==> config.mk <==
export PLATFORM = sky130hd
export DESIGN_NAME = zymason_scan_sched
export DESIGN_NICKNAME = d
export VERILOG_FILES = /design/src/rtl/zymason_pkg.sv /design/src/rtl/zymason_dwell_cnt.sv /design/src/rtl/zymason_scan_sched.sv
export SDC_FILE = /design/constraint.sdc
export NUM_CORES = 1
export LEC_CHECK = 0
export BUFFER_PORTS_ARGS = -buffer_cell sky130_fd_sc_hd__buf_2
export CELL_PAD_IN_SITES_DETAIL_PLACEMENT = 0
export CELL_PAD_IN_SITES_GLOBAL_PLACEMENT = 1
export CORE_MARGIN = 1
export CORE_UTILIZATION = 32
export CTS_CLUSTER_SIZE = 8
export DETAILED_ROUTE_END_ITERATION = 16
export PLACE_DENSITY = 0.83
export SYNTH_ARGS = -nofsm -noshare
export SYNTH_HDL_FRONTEND = slang
export SYNTH_SLANG_ARGS = --single-unit
==> constraint.sdc <==
create_clock -name clock -period 1.4 [get_ports clock]
set_input_delay 0.28 -clock clock [delete_from_list [all_inputs] [get_ports clock]]
set_output_delay 0.28 -clock clock [all_outputs]
set_load 0.05 [all_outputs]
==> src/rtl/zymason_pkg.sv <==
// Shared types and constants for the 7-segment scan/write sequencer.
// Imported by the dwell counter and the scheduler top.
package zymason_pkg;

    typedef enum logic [1:0] {
        ST_SCAN = 2'b00,
        ST_ADV  = 2'b01,
        ST_WLO  = 2'b10,
        ST_WHI  = 2'b11
    } sched_state_t;

    localparam int DEFAULT_NUM_DIGITS = 10;
    localparam int DWELL_W            = 4;

    localparam logic SEL_LO = 1'b0;
    localparam logic SEL_HI = 1'b1;

endpackage

==> src/rtl/zymason_dwell_cnt.sv <==
// Tick-driven dwell counter: counts enabled ticks and wraps to zero on the tick
// that matches the programmed limit, so the period is limit+1 ticks.
module zymason_dwell_cnt
    import zymason_pkg::*;
(
    input  logic               clock,
    input  logic               reset,
    input  logic               clr_i,
    input  logic               en_i,
    input  logic [DWELL_W-1:0] limit_i,
    output logic               match_o
);

    logic [DWELL_W-1:0] count_q;
    logic [DWELL_W-1:0] count_d;

    assign match_o = (count_q == limit_i);

    always_comb begin
        count_d = count_q;
        if (clr_i) begin
            count_d = '0;
        end else if (en_i) begin
            count_d = match_o ? '0 : count_q + 1'b1;
        end
    end

    always_ff @(posedge clock or posedge reset) begin
        if (reset) begin
            count_q <= '0;
        end else begin
            count_q <= count_d;
        end
    end

endmodule

==> src/rtl/zymason_scan_sched.sv <==
// Digit-pointer sequencer sharing the display/write path between the auto scan
// and the nibble-write port; drives one-hot enables, write strobes and blanking.
module zymason_scan_sched
    import zymason_pkg::*;
#(
    parameter int NUM_DIGITS = DEFAULT_NUM_DIGITS,
    parameter int PTR_W      = $clog2(NUM_DIGITS)
) (
    input  logic                  clock,
    input  logic                  reset,
    input  logic                  rw_i,
    input  logic                  sel_i,
    input  logic                  tick_i,
    input  logic [4:0]            spd_i,
    output logic [NUM_DIGITS-1:0] dig_en_o,
    output logic [PTR_W-1:0]      ptr_o,
    output logic                  wr_lo_o,
    output logic                  wr_hi_o,
    output logic                  blank_o,
    output logic [1:0]            st_out_o
);

    sched_state_t     state_q, state_d;
    logic [PTR_W-1:0] ptr_q, ptr_d;

    logic dwell_clr;
    logic dwell_en;
    logic dwell_match;

    // Dwell only runs while idle in SCAN; a write request always wins over an advance.
    assign dwell_en  = (state_q == ST_SCAN) && !rw_i && spd_i[0] && tick_i;
    assign dwell_clr = (state_q != ST_SCAN) || rw_i;

    zymason_dwell_cnt u_dwell (
        .clock   (clock),
        .reset   (reset),
        .clr_i   (dwell_clr),
        .en_i    (dwell_en),
        .limit_i (spd_i[4:1]),
        .match_o (dwell_match)
    );

    always_comb begin
        state_d = state_q;
        ptr_d   = ptr_q;
        wr_lo_o = 1'b0;
        wr_hi_o = 1'b0;
        blank_o = 1'b0;
        case (state_q)
            ST_SCAN: begin
                if (rw_i) begin
                    state_d = ST_WLO;
                end else if (dwell_en && dwell_match) begin
                    state_d = ST_ADV;
                end
            end
            ST_ADV: begin
                blank_o = 1'b1;
                ptr_d   = (ptr_q == PTR_W'(NUM_DIGITS - 1)) ? '0 : ptr_q + 1'b1;
                state_d = rw_i ? ST_WLO : ST_SCAN;
            end
            ST_WLO: begin
                wr_lo_o = rw_i && (sel_i == SEL_LO);
                if (!rw_i) begin
                    state_d = ST_SCAN;
                end else if (sel_i == SEL_HI) begin
                    state_d = ST_WHI;
                end
            end
            ST_WHI: begin
                wr_hi_o = rw_i && (sel_i == SEL_HI);
                if (!rw_i) begin
                    state_d = ST_SCAN;
                end else if (sel_i == SEL_LO) begin
                    state_d = ST_ADV;
                end
            end
            default: state_d = ST_SCAN;
        endcase
    end

    always_ff @(posedge clock or posedge reset) begin
        if (reset) begin
            state_q <= ST_SCAN;
            ptr_q   <= '0;
        end else begin
            state_q <= state_d;
            ptr_q   <= ptr_d;
        end
    end

    genvar gi;
    generate
        for (gi = 0; gi < NUM_DIGITS; gi++) begin : g_dig_en
            assign dig_en_o[gi] = (ptr_q == PTR_W'(gi));
        end
    endgenerate

    assign ptr_o    = ptr_q;
    assign st_out_o = state_q;

endmodule

==> results of run 1 <==
-- cell usage after synthesis (all sizes together) (2+ instances only) --
cell type and n:
nor2b 3, buf 2, dfrtp 10, nor3 6, o21ai 3, nand2b 3, nor2 7, xor2 5
nor4 2, nand3 5, nand2 7, clkbuf 3
-- worst min path at each step --
stage               start                  to  slack, ps
floorplan           reset  u_dwell.count_q[0]        120
global placement    reset  u_dwell.count_q[2]        270
detailed placement  reset  u_dwell.count_q[2]        290
CTS                 reset            ptr_o[2]          3
global route        reset            ptr_o[2]         20
finish              reset            ptr_o[2]        -10
-- kinds of logic after synthesis --
group	after synthesis	share of synthesized area (%)
AO/OA/AOI/OAI	10	10.4
XOR/XNOR	6	7.94
adder cells (fa/ha/maj)	1	1.89
buffers and inverters	6	3.78
flip-flops	10	37.8
multiplexers	2	3.21
AND/OR/NAND/NOR	40	35.0
-- metal layers --
layer,track usage [%],up-vias
met5,0,-
met2,35.9,16
met3,3.40,2
met4,5.14,0
li1,-,357
met1,23.5,348
-- flip-flops by register name (all words and copies together) (netlist names) --
register and cells:
ptr_o 4, u_dwell.count_q 4, st_out_o 2
-- per-stage QoR --
| stage | cells | area (µm²) | utilization, % | hold slack [ps] |
|---|---|---|---|---|
| final | 148 | 1340 | 68.0 | -13.8 |
| after detailed placement | 136 | 1080 | 55.3 | 286 |
| after global routing | 148 | 1340 | 68.0 | 16.0 |
| after floorplan | 75 | 908 | - | 120 |
| after global placement | 136 | 1080 | 55.3 | 269 |
| after CTS | 145 | 1260 | 64.5 | 2.54 |
-- cell type report --
class | instances | area (µm²) | share of cell area [%]
clock buffers | 4 | 36.3 | 2.72
multi-input cells | 59 | 588 | 44.0
well taps | 27 | 33.8 | 2.53
flip-flops and latches | 10 | 260 | 19.5
inverters | 1 | 3.75 | 0.281
repair buffers | 47 | 413 | 30.9
-- layout by cell type, fill, tap and decap left out, types with 3 or more instances in the layout --
cell      synthesis  routed
dfrtp_1          10       4
buf_2             2      12
dfrtp_2           0       5
nand3_1           5       5
buf_6             0      18
nor2_4            0       4
clkbuf_4          0       3
buf_8             0       3
nand2_1           7       4
nor2_1            7       3
xor2_1            5       5
buf_4             0      14
nor3_4            0       6
nand2b_4          0       3
-- timing repair --
| item | CTS | global route |
|---|---|---|
| resized for setup | 35 | 12 |
| cloned | 0 | 0 |
| endpoints found under the setup margin | 16 | 21 |
| pin swaps | 9 | 3 |
| setup buffers | 5 | 3 |
-- power by group through the flow --
stage	registers [mW]	clock network [mW]	logic (mW)
after global routing	0.550	0.288	1.80
after CTS	0.530	0.269	1.63
after detailed placement	0.564	0	1.33
final	0.536	0.264	1.71
after floorplan	0.625	0	1.06
after global placement	0.553	0	1.31
==> flow_metrics.tcl, run 1 <==
set metrics [dict create \
    tritoncts "yes" \
    dp_slack_ps -47.2 \
    rsz0062_at_grt "yes" \
    slowest_delay_ps 510 \
    via_per_inst 4.89 \
    htreeDepth 1 \
    io_buffers 28 \
    min_path_type "primary input to async pin" \
    num_antenna_cells 0 \
    worstPathArrival_ps 1340 \
    num_rows 16 \
    r2r_start "ptr_o[2]" \
    path_class "register to output port" \
    timing.fmax_mhz 616 \
    numCtsBuffers 3 \
    setup_viol 13 \
    slew_headroom_pct 72.9 \
    synth_edf_count 0 \
    power_mw 2.51 \
    die_area_um2 2250 \
    end_kind "output port" \
    drt-initial-drc-count 11 \
    grt_usage_pct 19.6 \
    worst_pin_slew_ps 406 \
    finalHoldViolCount 10 \
    synth_area_leader_cell "dfrtp_1" \
    drc 0 \
    peakVddDrop_uv 1210 \
    routabilityCongestion 0.690 \
    drtPass1Iterations 4 \
    critPathTopFamily "flip-flops" \
    r2r_slack_ps -150 \
    worst-path-buf-inv 2 \
    hpwl_um 1290 \
    p_sw_share_pct 48.4 \
    power.internal_mw 1.29 \
    synth.area.top_cells "dfrtp_1 38%, xor2_1 6.6%, nand2_1 4.0%, nor2_1 4.0%, nand3_1 3.8%" \
    critPathLaunchType "register" \
    rr_worst_depth 6 \
    start_util_pct 33.7 \
    period_share_pct 116 \
    grt_pass1_vias 670 \
    synth_seq_cells 10 \
    die_h_um 47.5 \
    wl_met1_um 837 \
    wl_met3_um 40 \
    slowest_stage "dfrtp_4" \
    synth.distinct_cells 34 \
    drive_above_1_share_pct 66.9 \
    tns_ps -2100 \
    startpoint "ptr_o[2]" \
    path_cells "buf_6 -> nand2_8 -> nor3_4 -> buf_6" \
    pwr-share-clk_pct 10.5 \
    grt_max_degree 11 \
    postRouteAntennaNets 0 \
    route.vias.total 723 \
    violations "hold timing, setup timing" \
    p_leak_nw 0.618 \
    fp.dieW_um 47.5 \
    grt_overflow_total 0 \
    drv_cap 0 \
    p_sw_mw 1.21 \
    cp_max_fo 6 \
    async_flop_share_pct 100 \
    syn_avg_cell_area_um2 8.83 \
    min_period_ps 1620 \
    worst_slack_ps -223 \
    critPathRequiredTime_ps 1120 \
    wl_um 2050 \
    power_density_nw_per_um2 1880 \
    ys_seq_area_share_pct 37.8 \
    synthFlopType "dfrtp_1" \
    synth_top_area_share_pct 37.8 \
    netlist_instances 75 \
    critPathMostFrequentCell "buf_6" \
    antenna_found_initial 0 \
    reg2reg_to "ptr_o[3]" \
    clk_pin_slew_ps 70 \
    status "complete, but fails checks" \
    cts_root_buf "clkbuf_4" \
    grt_pass1_wl_um 3040 \
    synth_area_um2 662 \
    fp.coreArea_um2 1960 \
    ios 29 \
    crit_cells 4 \
    ctsLongestPathBuffers 2 \
    timing.final.max_slew_violations 0 \
    holdWs_ps -13.8 \
    ctsHoldBuffers 0 \
    fin_nets 133 \
    p_seq_share_pct 21.4 \
    comb_power_share_pct 68.1 \
    yosys_warnings 0 \
    clk_latency_ps 260 \
    highest_layer "met4" \
    syn_to_final_growth_pct 102 \
    fill_cells 149 \
    endpoint "dig_en_o[6]" \
    skew_ps 5.04 \
    wl_met2_um 1150 \
    wl_per_cell_um 13.8 \
    cts.sinks 10 \
    synth_nets 86 \
]
Note: power is estimated with default switching activity, not from simulation.
==> run 2, diff against run 1 <==
CORE_MARGIN = 5   (was 1)
REMOVE_ABC_BUFFERS = 1   (was not set)
==> run 2 against run 1 <==
The run still ends with hold timing, setup timing left. Register-to-register slack improved by 160 ps. Clock skew down 4.2 ps. Die area grew 37%. Largest power group unchanged.
==> flow_metrics.tcl, run 2 (synthesis gave the netlist of run 1 again) <==
set metrics [dict create \
    clk_pin_slew_ps 70 \
    critPathRequiredTime_ps 1120 \
    violations "hold timing, setup timing" \
    rr_worst_depth 5 \
    grt_usage_pct 12.0 \
    drive_above_1_share_pct 63.5 \
    wl_um 2020 \
    hpwl_um 1180 \
    fin_nets 127 \
    final_cells 142 \
    drv_cap 0 \
    utilization_pct 59.8 \
    r2r_slack_ps 10 \
    final_cell_mix "15 x buf_6, 13 x buf_4, 11 x buf_2" \
    placed_cell_area_um2 845 \
    grt_pass1_vias 687 \
    tns_ps -1640 \
    cts_root_buf "clkbuf_4" \
    num_rows 16 \
    fill_cells 168 \
    io_buffers 28 \
    reg2reg_to "ptr_o[3]" \
    grt_overflow_total 0 \
    drtPass1Iterations 3 \
    postRouteAntennaNets 0 \
    path_class "register to output port" \
    die_h_um 55.5 \
    end_kind "output port" \
    power_mw 2.20 \
    cts.sinks 10 \
    final_common_cell "buf_6" \
    worstPathArrival_ps 1350 \
    holdWs_ps -13.5 \
    p_leak_nw 0.546 \
    power_density_nw_per_um2 1880 \
    timing.final.max_slew_violations 0 \
    num_antenna_cells 0 \
    routabilityCongestion 0.792 \
    antenna_found_initial 0 \
    drc 0 \
    setup_viol 12 \
    die_area_um2 3080 \
    drt-initial-drc-count 6 \
    period_share_pct 117 \
    r2r_start "ptr_o[2]" \
    finalHoldViolCount 10 \
    dp_slack_ps 29.1 \
    peakVddDrop_uv 1060 \
    status "complete, but fails checks" \
    numCtsBuffers 3 \
    grt_max_degree 11 \
    placedCellCount 129 \
    slew_headroom_pct 74.2 \
    rsz0062_at_grt "yes" \
    min_path_type "primary input to async pin" \
    ios 29 \
    ctsLongestPathBuffers 2 \
    worst_pin_slew_ps 387 \
    critPathLaunchType "register" \
    min_period_ps 1630 \
    grt_pass1_wl_um 3010 \
    timing.fmax_mhz 613 \
    via_per_inst 4.91 \
    route.vias.total 697 \
    fp.dieW_um 55.5 \
    cp_max_fo 8 \
    wl_per_cell_um 14.2 \
    skew_ps 0.894 \
    worst_slack_ps -231 \
    htreeDepth 1 \
    clk_latency_ps 260 \
    start_util_pct 33.7 \
    syn_to_final_growth_pct 77.1 \
    final_cell_area_um2 1170 \
    fp.coreArea_um2 1960 \
    tritoncts "yes" \
]
==> run 2: cell type report <==
type	count	area (µm²)	area share (%)
Multi-Input combinational cell	59	497	42.4
Inverter	1	3.75	0.320
Tap cell	27	33.8	2.88
Clock buffer	4	36.3	3.09
Timing Repair Buffer	41	344	29.3
Sequential cell	10	258	22.0
==> run 2: routing by layer <==
metal | GRT usage [%] | wire length, µm | vias to the layer above
met5 | 0 | 0 | -
met4 | 4.17 | 28 | 0
met1 | 11.7 | 776 | 331
met3 | 2.33 | 81 | 2
met2 | 24.2 | 1130 | 19
li1 | - | - | 345
==> run 2: where the power goes <==
group | leakage, nW | internal [mW] | total, mW | switching (mW)
registers | 0.120 | 0.358 | 0.512 | 0.154
clock network | 0.0210 | 0.158 | 0.259 | 0.101
logic | 0.404 | 0.632 | 1.43 | 0.801
total | 0.546 | 1.15 | 2.20 | 1.06
==> run 2: how the worst max path moves through the flow <==
stage | end | cells after the start | slack [ps] | startpoint
2_1_floorplan | dig_en_o[8] | 1 | -1280 | ptr_o[3]
3_3_place_gp | dig_en_o[2] | 3 | 20 | ptr_o[2]
3_5_place_dp | dig_en_o[2] | 3 | 30 | ptr_o[2]
4_1_cts | dig_en_o[9] | 2 | -180 | ptr_o[2]
5_1_grt | dig_en_o[6] | 3 | -270 | ptr_o[2]
6_report | dig_en_o[0] | 2 | -230 | ptr_o[0]
==> run 2: worst max-delay path: stages, from the launching register on <==
cell and delay, ps:
dfrtp_2 490, nor4_1 340, buf_4 260
==> run 2: timing repair <==
item                       in CTS  in global routing
hold buffers                    0                  0
resized for setup              38                 26
buffers inserted                7                  3
pin swaps                       3                  3
gates cloned                    0                  0
setup endpoints to repair      16                 17
